### src/rtl/instruction_sequencer.sv
// Fetch/decode/memory/execute sequencer with a return-address stack; 3 cycles per plain instruction, 4+W for memory ones.
// The memory phase holds address/data/we and waits for mem_ack; HALT and ERROR freeze the core until reset.
module instruction_sequencer #(
  parameter int INST_ADDR_WIDTH = 8,
  parameter int INST_DATA_WIDTH = 8,
  parameter int MEM_ADDR_WIDTH  = 8,
  parameter int MEM_DATA_WIDTH  = 8,
  parameter int STACK_DEPTH     = 4
) (
  input  logic                             clk,
  input  logic                             arst,
  output logic [INST_ADDR_WIDTH-1:0]       inst_addr,
  input  logic [INST_DATA_WIDTH-1:0]       inst_data,
  output logic [MEM_ADDR_WIDTH-1:0]        mem_addr,
  output logic [MEM_DATA_WIDTH-1:0]        mem_data_o,
  input  logic [MEM_DATA_WIDTH-1:0]        mem_data_i,
  output logic                             mem_req,
  output logic                             mem_we,
  input  logic                             mem_ack,
  output logic                             exec,
  input  logic [3:0]                       flags,
  input  logic [MEM_DATA_WIDTH-1:0]        ar,
  output logic [INST_DATA_WIDTH-1:0]       ir,
  output logic [INST_DATA_WIDTH-1:0]       ibr,
  output logic [MEM_DATA_WIDTH-1:0]        mbr,
  output logic [$clog2(STACK_DEPTH+1)-1:0] sp,
  output logic                             halted,
  output logic                             error
);

  localparam int SPW  = $clog2(STACK_DEPTH + 1);
  localparam int IDXW = $clog2(STACK_DEPTH);
  localparam int W_I  = (INST_ADDR_WIDTH > INST_DATA_WIDTH) ? INST_ADDR_WIDTH : INST_DATA_WIDTH;
  localparam int W_M  = (MEM_ADDR_WIDTH > MEM_DATA_WIDTH) ? MEM_ADDR_WIDTH : MEM_DATA_WIDTH;
  localparam int XW   = (W_I > W_M) ? W_I : W_M;

  localparam logic [7:0] OP_LOAD_X  = 8'h01;
  localparam logic [7:0] OP_STORE_X = 8'h02;
  localparam logic [7:0] OP_STORE_I = 8'h03;
  localparam logic [7:0] OP_JMP     = 8'h20;
  localparam logic [7:0] OP_JZ      = 8'h21;
  localparam logic [7:0] OP_JC      = 8'h22;
  localparam logic [7:0] OP_JN      = 8'h23;
  localparam logic [7:0] OP_JV      = 8'h24;
  localparam logic [7:0] OP_CALL    = 8'hF0;
  localparam logic [7:0] OP_RET     = 8'hF1;
  localparam logic [7:0] OP_HALT    = 8'hFF;

  localparam int FLAG_ZERO  = 0;
  localparam int FLAG_CARRY = 1;
  localparam int FLAG_NEG   = 2;
  localparam int FLAG_OV    = 3;

  typedef enum logic [2:0] {
    ST_FETCH   = 3'd0,
    ST_DECODE  = 3'd1,
    ST_MEM     = 3'd2,
    ST_EXECUTE = 3'd3,
    ST_HALT    = 3'd4,
    ST_ERROR   = 3'd5
  } state_t;

  state_t                     state_q, state_d;
  logic [INST_ADDR_WIDTH-1:0] pc_q, pc_d;
  logic [INST_DATA_WIDTH-1:0] ir_q, ir_d;
  logic [INST_DATA_WIDTH-1:0] ibr_q, ibr_d;
  logic [MEM_DATA_WIDTH-1:0]  mbr_q, mbr_d;
  logic [MEM_ADDR_WIDTH-1:0]  mar_q, mar_d;
  logic [MEM_DATA_WIDTH-1:0]  wdat_q, wdat_d;
  logic                       we_q, we_d;
  logic [SPW-1:0]             sp_q, sp_d;
  logic [INST_ADDR_WIDTH-1:0] stack_q [STACK_DEPTH];
  logic [INST_ADDR_WIDTH-1:0] stack_d [STACK_DEPTH];

  logic [7:0]                 op;
  logic                       is_mem_op;
  logic                       flag_hit;
  logic                       fault;
  logic [XW-1:0]              imm_x, ibr_x, ar_x;
  logic [INST_ADDR_WIDTH-1:0] pc_inc, jump_tgt;
  logic [SPW-1:0]             sp_dec;
  logic [IDXW-1:0]            push_idx, pop_idx;

  assign op        = 8'(ir_q);
  assign is_mem_op = (op == OP_LOAD_X) || (op == OP_STORE_X) || (op == OP_STORE_I) ||
                     (op[7:2] == 6'b010000) || (op[7:2] == 6'b100000);
  // Immediates are zero-extended or truncated into whichever width they feed.
  assign imm_x     = XW'(inst_data);
  assign ibr_x     = XW'(ibr_q);
  assign ar_x      = XW'(ar);
  assign pc_inc    = pc_q + INST_ADDR_WIDTH'(1);
  assign jump_tgt  = pc_q + ibr_x[INST_ADDR_WIDTH-1:0];
  assign sp_dec    = sp_q - SPW'(1);
  assign push_idx  = sp_q[IDXW-1:0];
  assign pop_idx   = sp_dec[IDXW-1:0];

  always_comb begin
    flag_hit = 1'b0;
    case (op)
      OP_JZ:   flag_hit = flags[FLAG_ZERO];
      OP_JC:   flag_hit = flags[FLAG_CARRY];
      OP_JN:   flag_hit = flags[FLAG_NEG];
      OP_JV:   flag_hit = flags[FLAG_OV];
      default: flag_hit = 1'b0;
    endcase
  end

  always_comb begin
    state_d = state_q;
    pc_d    = pc_q;
    ir_d    = ir_q;
    ibr_d   = ibr_q;
    mbr_d   = mbr_q;
    mar_d   = mar_q;
    wdat_d  = wdat_q;
    we_d    = we_q;
    sp_d    = sp_q;
    stack_d = stack_q;
    fault   = 1'b0;
    case (state_q)
      ST_FETCH: begin
        ir_d    = inst_data;
        pc_d    = pc_inc;
        state_d = ST_DECODE;
      end
      ST_DECODE: begin
        ibr_d = inst_data;
        pc_d  = pc_inc;
        if (is_mem_op) begin
          // The immediate is still on inst_data here, so address/data are set up from it directly.
          state_d = ST_MEM;
          we_d    = (op == OP_STORE_X) || (op == OP_STORE_I);
          mar_d   = (op == OP_STORE_I) ? ar_x[MEM_ADDR_WIDTH-1:0] : imm_x[MEM_ADDR_WIDTH-1:0];
          if (op == OP_STORE_X) wdat_d = ar;
          if (op == OP_STORE_I) wdat_d = imm_x[MEM_DATA_WIDTH-1:0];
        end else if (op == OP_HALT) begin
          state_d = ST_HALT;
        end else begin
          state_d = ST_EXECUTE;
        end
      end
      ST_MEM: begin
        if (mem_ack) begin
          if (!we_q) mbr_d = mem_data_i;
          we_d    = 1'b0;
          state_d = ST_EXECUTE;
        end
      end
      ST_EXECUTE: begin
        state_d = ST_FETCH;
        case (op)
          OP_JMP: pc_d = jump_tgt;
          OP_JZ, OP_JC, OP_JN, OP_JV: if (flag_hit) pc_d = jump_tgt;
          OP_CALL: begin
            if (sp_q == SPW'(STACK_DEPTH)) begin
              fault   = 1'b1;
              state_d = ST_ERROR;
            end else begin
              stack_d[push_idx] = pc_q;
              pc_d = jump_tgt;
              sp_d = sp_q + SPW'(1);
            end
          end
          OP_RET: begin
            if (sp_q == '0) begin
              fault   = 1'b1;
              state_d = ST_ERROR;
            end else begin
              pc_d = stack_q[pop_idx];
              sp_d = sp_dec;
            end
          end
          default: ;
        endcase
      end
      ST_HALT, ST_ERROR: ;
      default: state_d = ST_ERROR;
    endcase
  end

  always_ff @(posedge clk) begin
    if (arst) begin
      state_q <= ST_FETCH;
      pc_q    <= '0;
      ir_q    <= '0;
      ibr_q   <= '0;
      mbr_q   <= '0;
      mar_q   <= '0;
      wdat_q  <= '0;
      we_q    <= 1'b0;
      sp_q    <= '0;
    end else begin
      state_q <= state_d;
      pc_q    <= pc_d;
      ir_q    <= ir_d;
      ibr_q   <= ibr_d;
      mbr_q   <= mbr_d;
      mar_q   <= mar_d;
      wdat_q  <= wdat_d;
      we_q    <= we_d;
      sp_q    <= sp_d;
    end
  end

  // Stack storage carries no reset; occupancy alone decides which entries are live.
  always_ff @(posedge clk) begin
    if (!arst) stack_q <= stack_d;
  end

  assign inst_addr  = pc_q;
  assign mem_addr   = mar_q;
  assign mem_data_o = wdat_q;
  assign mem_we     = we_q;
  assign mem_req    = (state_q == ST_MEM);
  assign exec       = (state_q == ST_EXECUTE) && !fault;
  assign ir         = ir_q;
  assign ibr        = ibr_q;
  assign mbr        = mbr_q;
  assign sp         = sp_q;
  assign halted     = (state_q == ST_HALT);
  assign error      = (state_q == ST_ERROR);

endmodule

### config.mk
export PLATFORM = sky130hd
export DESIGN_NAME = instruction_sequencer
export DESIGN_NICKNAME = d
export VERILOG_FILES = /design/src/rtl/instruction_sequencer.sv
export SDC_FILE = /design/constraint.sdc
export NUM_CORES = 1
export LEC_CHECK = 0
export CAP_MARGIN = 30
export CORE_ASPECT_RATIO = 1.1
export CORE_MARGIN = 4
export CORE_UTILIZATION = 40
export CTS_CLUSTER_DIAMETER = 100
export DETAILED_ROUTE_END_ITERATION = 6
export HOLD_SLACK_MARGIN = 0.08
export PLACE_DENSITY = 0.74
export SLEW_MARGIN = 10
export SYNTH_ARGS = -nofsm -noshare
export SYNTH_HDL_FRONTEND = slang
export SYNTH_SLANG_ARGS = --single-unit
### constraint.sdc
create_clock -name clk -period 2.6 [get_ports clk]
set_input_delay 0.39 -clock clk [delete_from_list [all_inputs] [get_ports clk]]
set_output_delay 0.39 -clock clk [all_outputs]
set_load 0.01 [all_outputs]
# Word-level counts from Yosys, hierarchy flattened
# Index checks and enable logic that the tools add are counted.
totals:
  latchBits: 0
  ramBits: 0
  rom_bits: 0
  wordCells: 110
  mem_count: 0
  register_bits: 87
classes:
  div_mod_pow: 0
  n_bitwise: 6
  add_sub_neg: 4
  mul: 0
  reduce_logical: 25
  shift: 0
  eq_ne: 27
  n_lt_le_gt_ge: 3
  muxes: 32
op_table:
  columns: ["operator", "count"]
  rows:
  - ["8-bit two-way mux", 9]
  - ["8-bit by 6-bit == test with 1-bit output, second input constant", 5]
  - ["32-bit bitwise mux", 1]
  - ["8-bit case mux with 4 select lines", 1]
  - ["8-bit == test, second input constant", 3]
  - ["3-bit two-way mux", 7]
  - ["8-bit binary-select mux with 2-bit select", 1]
  - ["8-bit demux with 2-bit select", 1]
  - ["8-bit by 2-bit == test with 1-bit output, second input constant", 2]
  - ["8-bit case mux with 2 select lines", 1]
  - ["3-bit case mux with 5 select lines", 1]
  - ["3-bit case mux with 2 select lines", 2]
  - ["3-bit == test, second input constant", 3]
  - ["3-bit inequality test, second input constant", 3]
  - ["3-bit AND reduction", 3]
  - ["8-bit by 1-bit adder with 8-bit output, second input constant", 1]
  - ["8-bit adder", 1]
  - ["8-bit by 1-bit == test with 1-bit output, second input constant", 1]
  - ["4-bit AND reduction", 2]
  - ["2-bit nonzero test", 4]
  - ["3-bit by 2-bit == test with 1-bit output, second input constant", 2]
  - ["6-bit by 5-bit == test with 1-bit output, second input constant", 1]
  - ["6-bit == test, second input constant", 1]
  - ["3-bit >= comparator, second input constant", 2]
  - ["other kinds (20)", 39]

# Longest topological paths before layout
# Gate-level depths: netlist of run 1.
logic_depth:
  depth_word: 8
  depth_mapped: 9
  depth_no_buf: 9

# Worst setup path after synthesis of run 1
# OpenSTA, ideal clock, no wires.
synth_timing:
  kind: "reg2reg"
  from: "reg sp_q[0] (netlist: sp[0])"
  to: "reg pc_q[6] (netlist: inst_addr[6])"
  period_less_slack_ps: 2396
  path_buffers: 2
  path_stages_with_launch: 10
  slack_ps: 204
  arrival_ps: 2264
  required_time_ps: 2468
  cell_sequence: "dfxtp_1 -> buf_2 -> inv_1 -> ha_1 -> clkbuf_1 -> mux4_2 -> nand2b_1 -> a32o_1 -> o311ai_1 -> a21oi_1"
synth_between:
  elab_chain_cells: 8
  elab_cells_between_ends: 13
  classes_between: "add/sub (1); eq/ne (3); mux (6); bitwise (1); reduce/logical (2)"
synth_rtl:
  columns: ["element", "line_no", "rtl"]
  rows:
  - ["start, declared", "71", "logic [SPW-1:0] sp_q, sp_d;"]
  - ["start signal, assigned", "201", "sp_q <= sp_d;"]
  - ["3-bit by 1-bit subtractor with 3-bit output", "93", "assign sp_dec = sp_q - SPW'(1);"]
  - ["net sp_dec[0]", "81", "logic [SPW-1:0] sp_dec;"]
  - ["2-bit inverter with 3-bit output (implied by the code)", "169", "pc_d = stack_q[pop_idx];"]
  - ["8-bit binary-select mux with 2-bit select", "169", null]
  - ["8-bit two-way mux (implied by the code) (2 in a row)", "169", null]
  - ["8-bit two-way mux", "165", "if (sp_q == '0) begin"]
  - ["8-bit case mux with 4 select lines", "151", "case (op)"]
  - ["8-bit case mux with 2 select lines", "120", "case (state_q)"]
  - ["end signal, assigned", "194", "pc_q <= pc_d;"]
  - ["end, declared", "64", "logic [INST_ADDR_WIDTH-1:0] pc_q, pc_d;"]
# The timed path passes the listed nets, and every way through them passes these cells. The select of a mux whose other input is x is not followed.
# A chain may end at the register's enable or synchronous reset.

# Worst setup path in the final report of run 1
layout_timing:
  from: "reg ir_q[0] (netlist: ir[0])"
  to: "out exec"
layout_between:
  elab_chain_cells: 5
  elab_cells_between_ends: 6
  classes_between: "eq/ne (2); mux (2); reduce/logical (2)"
layout_rtl:
  columns: ["element", "line_no", "rtl"]
  rows:
  - ["start, declared", "65", "logic [INST_DATA_WIDTH-1:0] ir_q, ir_d;"]
  - ["start signal, assigned", "195", "ir_q <= ir_d;"]
  - ["8-bit == test", "151", null]
  - ["1-bit case mux with 2 select lines *", "151", null]
  - ["1-bit two-way mux *", "120", null]
  - ["1-bit logical NOT *", "215", "assign exec = (state_q == ST_EXECUTE) && !fault;"]
  - ["1-bit logical AND *", "215", null]
  - ["end, declared", "20", "output logic exec,"]
# Mark *: on every way between the ends. The rest lies on a longest branch, timed or not.

==> impl_results.md, run 1 <==
- Synthesized area per cell: 10.4 um^2
- Share of layout cells above drive strength 1: 8.62%
- Area grow syn2layout: 28.6%
- WP depth: 4
- Critical Path Max Stage Delay: approximately 480 ps
- DP Worst Slack: roughly 300 ps
- Slew Limit Fails: 0
- Synth top area share: 25.4%
- #FFs+latches synth: a little under 90
- Post-route setup slack: 245 ps
- DP Wirelength: 7770 um
- Ys flop type: dfxtp_1
- Hold Path Class: reg -> reg
- Arrival time worst endpoint: 1970 ps
- Biggest area consumer among synthesized cells: dfxtp_1
- Slowest cell on the critical path: dfxtp_2
- Worst Path Max Fanout: 13
- Post-CTS sizing: 0
- Final-stage net count: 539
- Post-detailed-route wirelength per cell: about 17 um
- Startpoint Class: flip-flop
- Top delay family on crit path: flip-flops
- Slew @ Worst Pin: 836 ps
- Peak supply drop: 0.386 mV
- Post-route ant nets: 0
- Synth warn: 0
- Reg2reg start: ir[7]$_SDFFE_PP0P_
- Hold_buf cts: 0
- Initial DRC count: 199
- I/O pins: 87
- Mapped Cells: 415
- Fin Setup TNS: 0 ps
- Util after Layout: 53.1%
- Largest net degree at the start of global routing: 59
- CTS Root Cell: clkbuf_16
- Cts bufs inserted: 9
- Area of the die: 12600 um^2
- Power per cell area: 647 nW/um^2
- Clk buf depth: 2
- Cell Rows: 39
- GP Congestion: between 0.8 and 0.9
- Slew Limit Headroom: 44.0%
- Post-synthesis sequential area ratio: 47.6%
- Fin crit share: 90.6%
- Max capacitance violation total: 0
- Worst Path Required: about 2200 ps
- Post-Route WL: 10700 um
- Die W: 107 um
- Clk_skew: 7.38 ps
- Number of global-route vias before repair: 3464
- Status: finished, final reports clean
- CP Launch Point: ir[0]$_SDFFE_PP0P_
- ANT cells: 0
- Post-Syn Area: 4330 um^2
- Final hold violation count: 0
- Crit path kind: reg -> out
- Synthesized net count: 460
- Global router's overall resource usage: 17.7%
- Core Box Area: 10500 um^2
- Worst path bufs/invs: 1
- RSZ-0062 raised after global routing: false
- H-tree depth: 3
- Total clock sinks: 87
- DRT Pass-1 Iters: 7
- Post-CTS Setup Bufs: 0
- Vias: 3464
- Setup violations, final: 0
- Post-synthesis cell type count: 59
- Fin crit period: 2360 ps
- Worst-skew pair later-pin latency: ~340 ps
- Worst-path cell chain: xor2_1, nand4_1, and2_1, clkdlybuf4s50_1
- CTS tree: built
- Top cells by area, synth: dfxtp_1, edfxtp_1, mux2i_1
- Worst R2R Path Depth: 4
- First-pass GRT wire length: ~18000 um
- Synth async-reset ratio: 0%
- Initial Util: 41.3%
- DR DRC count: 0
- Overflow after GRT: 0
- Filler Cell Count: between 900 and 1000
- CP endpoint kind: output pin
- Hold depth: 2
- Highest clock rate: 425 MHz
- Die Span Y: 117 um
- Leakage power: 2.08 nW
- Initial antenna violation count: 0
- Port-buffer cells: between 80 and 90
- EDFF count, synth: 32
- Worst hold start: ibr[5]$_SDFFE_PP0P_
- CTS clk-pin slew, worst paths: 60 ps
- Vias/cell: between 5 and 6
[flip-flops by register name (all words and copies together), names as in the netlist]
name and cells:
mem_we 1, state_q 3, mem_addr 8, sp 3, inst_addr 8, stack_q 32, ir 8, ibr 8
mbr 8, mem_data_o 8
[routing by layer]
| layer | routed length (um) | vias up | track usage (%) |
|---|---|---|---|
| li1 | - | 1675 | - |
| met1 | 4650 | 1651 | 23.0 |
| met2 | 5070 | 128 | 28.6 |
| met3 | 896 | 10 | 6.03 |
| met4 | 125 | 0 | 4.26 |
| met5 | 0 | - | 0 |
[synth_stat cells (4+ instances only)]
| library cell | instances |
|---|---|
| a211oi_1 | 19 |
| a21oi_1 | 27 |
| and2_1 | 6 |
| and3_1 | 4 |
| buf_2 | 9 |
| clkbuf_1 | 10 |
| dfxtp_1 | 55 |
| edfxtp_1 | 32 |
| ha_1 | 13 |
| inv_1 | 9 |
| mux2i_1 | 36 |
| mux4_2 | 8 |
| nand2_1 | 30 |
| nand2b_1 | 7 |
| nand3_1 | 11 |
| nand4_1 | 5 |
| nor2_1 | 53 |
| nor3_1 | 9 |
| o21ai_0 | 5 |
| xnor2_1 | 6 |
[logic make-up (layout without fill, tap and decap cells)]
family / after synthesis / after routing / share of synthesized area [%]
xor gates and xnor gates: 9 / 9 / 1.82
AOI/OAI and AO/OA: 76 / 76 / 11.6
adders and majority gates: 14 / 14 / 4.22
and+or+nand+nor: 149 / 149 / 17.7
buffers and inverters: 34 / 118 / 4.02
DFF: 87 / 87 / 47.6
muxes: 46 / 46 / 13.0
[through the flow]
stage,area (um^2),hold WS (ps),instances,power [W]
after global placement,5280,469,626,0.00236
after CTS,5570,493,642,0.00363
final,5570,486,642,0.00361
after global routing,5570,522,642,0.00378
after detailed placement,5280,481,626,0.00238
after floorplan,4330,496,415,0.00206
[final timing paths]
path | end | slack [ps]
max reg2reg | stack_q[18]$_DFFE_PP_ | 280
min reg2reg | ibr[5]$_SDFFE_PP0P_ | 490
min | ibr[5]$_SDFFE_PP0P_ | 490
max | exec | 240
[layout make-up]
cell class | count | area [um^2] | share of cell area (%)
Timing Repair Buffer | 93 | 908 | 16.3
Sequential cell | 87 | 2060 | 37.0
Inverter | 9 | 33.8 | 0.607
Multi-Input combinational cell | 294 | 2090 | 37.6
Clock buffer | 11 | 233 | 4.18
Clock inverter | 5 | 58.8 | 1.06
Tap cell | 143 | 179 | 3.21
[report_power, final]
group / switching, W / leakage [nW] / internal, W
registers: 0.000129 / 0.729 / 0.00150
logic: 0.000364 / 1.21 / 0.000361
clock network: 0.000504 / 0.137 / 0.000745
total: 0.000998 / 2.08 / 0.00261
[cell usage in the layout (no fill, tap or decap), types with 8 or more instances in the layout]
master and n:
clkdlybuf4s50_1 85, dfxtp_1 54, nor2_1 53, mux2i_1 36, edfxtp_1 32, nand2_1 30
a21oi_1 27, a211oi_1 19, ha_1 13, nand3_1 11, inv_1 9, nor3_1 9
clkbuf_16 9, mux4_2 8
[worst reg2reg max path, cell delays in order, from the launching register on]
cell,delay [ps]
dfxtp_1,470
and4_1,340
nand2_1,130
nor4b_1,570
and2_1,460
Power figures use the tool's default switching activity.
==> run 2, diff against run 1 <==
CORE_UTILIZATION = 52   (was 40)
PLACE_DENSITY = 0.9   (was 0.74)
==> impl_results.md, run 2 (synthesis results as in run 1) <==
- CP Launch Point: ir[0]$_SDFFE_PP0P_
- GP Congestion: 0.845 (+1.9%)
- DRT Pass-1 Iters: 4 (-3)
- Max capacitance violation total: 0 (unchanged)
- Grt peak-use layer: met2
- Cell Rows: 34 (-13%)
- Initial DRC count: 182 (-8.5%)
- Register area: 2060 um^2 (unchanged)
- Pint: 0.00232 W (-11%)
- DR DRC count: 0 (unchanged)
- Global router's overall resource usage: 22.6% (+4.9 points)
- WP depth: 4 (unchanged)
- Worst-skew pair later-pin latency: 370 ps (+30 ps)
- Worst R2R Path Depth: 4 (unchanged)
- Reg2reg start: ir[7]$_SDFFE_PP0P_
- Crit path kind: reg -> out
- I/O pins: 87 (unchanged)
- Vias/cell: 5.74 (+6.3%)
- DP Wirelength: 7690 um (-1.1%)
- CTS tree: built
- RSZ-0062 raised after global routing: false
- Slowest cell on the critical path: dfxtp_2
- CTS clk-pin slew, worst paths: 80 ps (+20 ps)
- Core Box Area: 8000 um^2 (-24%)
- Cts bufs inserted: 9 (unchanged)
- Worst-path cell chain: xor2_1, nand4_1, and2_1, clkdlybuf4s50_1
- First-pass GRT wire length: 17500 um (about the same)
- Hold Path Class: reg -> reg
- Global routing met2 resource utilization: 36.2% (+7.6 points)
- Initial antenna violation count: 0 (unchanged)
- Multi-input gate area: 2090 um^2 (unchanged)
- Max reg flops: 32 (unchanged)
- Slew Limit Fails: 0 (unchanged)
- Final hold violation count: 0 (unchanged)
- Worst Path Max Fanout: 13 (unchanged)
- RR Endpoint: stack_q[13]$_DFFE_PP_
- Top delay family on crit path: flip-flops
- Number of global-route vias before repair: 3605 (+4.1%)
- Share of layout cells above drive strength 1: 9.20% (+0.58 points)
- Critical Path Max Stage Delay: 510 ps (+30 ps)
- Worst path bufs/invs: 1 (unchanged)
- Post-Route WL: 10500 um (-2.2%)
- Fin Setup TNS: 0 ps (unchanged)
- Worst hold start: ibr[5]$_SDFFE_PP0P_
- Status: finished, final reports clean
- Area of the die: 9850 um^2 (-22%)
- Die W: 95.0 um (-11%)
- Met3 GRT Util: 5.58% (-0.45 points)
- CTS Root Cell: clkbuf_8
- Fin crit share: 92.7% (+2.1 points)
- Most common cell after layout, fill and taps aside: clkdlybuf4s50_1
- Hold depth: 2 (unchanged)
- ANT cells: 0 (unchanged)
- Clock power frac: 29.3% (-5.3 points)
- Power per cell area: 612 nW/um^2 (-5.5%)
- Clk_skew: 8.28 ps (+0.894 ps)
- Net Sw Frac: 30.4% (+2.7 points)
- Psw: 0.00101 W (+1.4%)
- Slew Limit Headroom: 44.8% (+0.80 points)
- Startpoint Class: flip-flop
- Die Span Y: 104 um (-11%)
- Port-buffer cells: 86 (unchanged)
- Reg with most FFs: stack_q
- Total clock sinks: 87 (unchanged)
- Sequential share of power: 48.7% (+3.5 points)
- Fin crit period: 2410 ps (+54.7 ps)
- CP endpoint kind: output pin
- Most frequent cells in the layout: clkdlybuf4s50_1, dfxtp_1, nor2_1, mux2i_1, edfxtp_1
- Largest net degree at the start of global routing: 59 (unchanged)
- Hold_buf cts: 0 (unchanged)
- Filler Cell Count: 620 (-33%)
- Setup violations, final: 0 (unchanged)
- Post-detailed-route wirelength per cell: 17.3 um (+3.2%)
- Overflow after GRT: 0 (unchanged)
- Comb pwr share: 22.0% (+1.9 points)
- Flop-to-flop setup slack: 280 ps (about the same)
- Setup crit end: exec
- Vias: 3488 (+0.69%)
- Peak supply drop: 0.322 mV (-17%)
- Area grow syn2layout: 25.8%
- Highest clock rate: 415 MHz (-2.3%)
- Leakage power: 2.04 nW (-1.5%)
- Initial Util: 54.1% (+13 points)
- Worst Path Required: 2210 ps (about the same)
- H-tree depth: 3 (unchanged)
- Arrival time worst endpoint: 2020 ps (+50 ps)
- Final-stage net count: 540 (+0.19%)
- Post-route ant nets: 0 (unchanged)
- Slew @ Worst Pin: 824 ps (-12.0 ps)
- GR met1 Demand/Resource: 29.4% (+6.4 points)
- Clk buf depth: 2 (unchanged)
- Power, Total: 0.00333 W (-7.6%)
run 2: cell count changes in the layout (fill, tap and decap cells not counted):
cell       change
clkinv_4       -1
clkbuf_1       -2
clkbuf_16      -9
buf_4          +1
inv_6          +2
inv_8          +1
clkbuf_8       +9
run 2: per-stage QoR:
step | setup slack, ps | hold slack, ps | utilization (%) | instance area, um^2 | cells
2_1_floorplan | 204 | 496 | - | 4330 | 415
3_3_place_gp | 448 | 464 | 65.5 | 5240 | 592
3_5_place_dp | 353 | 479 | 65.5 | 5240 | 592
4_1_cts | 34.1 | 495 | 68.1 | 5440 | 608
5_1_grt | 78.3 | 520 | 68.1 | 5440 | 608
6_report | 190 | 495 | 68.1 | 5440 | 608
run 2: worst min-delay path, stage by stage (launching register included):
cell	delay, ps
dfxtp_1	340
nand2_1	60
a21oi_1	60
run 2: how the worst min path moves through the flow:
| stage | slack [ps] | to |
|---|---|---|
| after floorplan | 500 | ibr[0]$_SDFFE_PP0P_ |
| after global placement | 460 | ibr[4]$_SDFFE_PP0P_ |
| after detailed placement | 480 | ibr[4]$_SDFFE_PP0P_ |
| after CTS | 500 | ibr[5]$_SDFFE_PP0P_ |
| after global routing | 520 | ibr[4]$_SDFFE_PP0P_ |
| final | 500 | ibr[5]$_SDFFE_PP0P_ |
run 2: per-layer routing:
metal / vias up / share of wire, %
met5: - / 0
li1: 1672 / -
met4: 0 / 0.99
met3: 7 / 7.7
met1: 1673 / 42
met2: 136 / 49
run 2: area by class of cell:
| type | count | area share, % |
|---|---|---|
| sequential | 87 | 37.9 |
| clock buffer | 9 | 2.28 |
| tap | 108 | 2.48 |
| multi-input combinational | 294 | 38.5 |
| inverter | 9 | 0.621 |
| clock inverter | 7 | 1.45 |
| timing repair buffer | 94 | 16.8 |
run 2: power by group through the flow:
| stage | Sequential [W] | Combinational (W) | Clock (W) |
|---|---|---|---|
| floorplan | 0.00164 | 0.000416 | 0 |
| CTS | 0.00162 | 0.000734 | 0.000983 |
| detailed placement | 0.00165 | 0.000729 | 0 |
| global placement | 0.00164 | 0.000710 | 0 |
| global route | 0.00164 | 0.000805 | 0.00106 |
| finish | 0.00162 | 0.000733 | 0.000975 |
run 2: what timing repair did:
item	4_1_cts	5_1_grt
setup endpoints to repair	0	1
gates resized for setup	0	1
buffers inserted	0	0
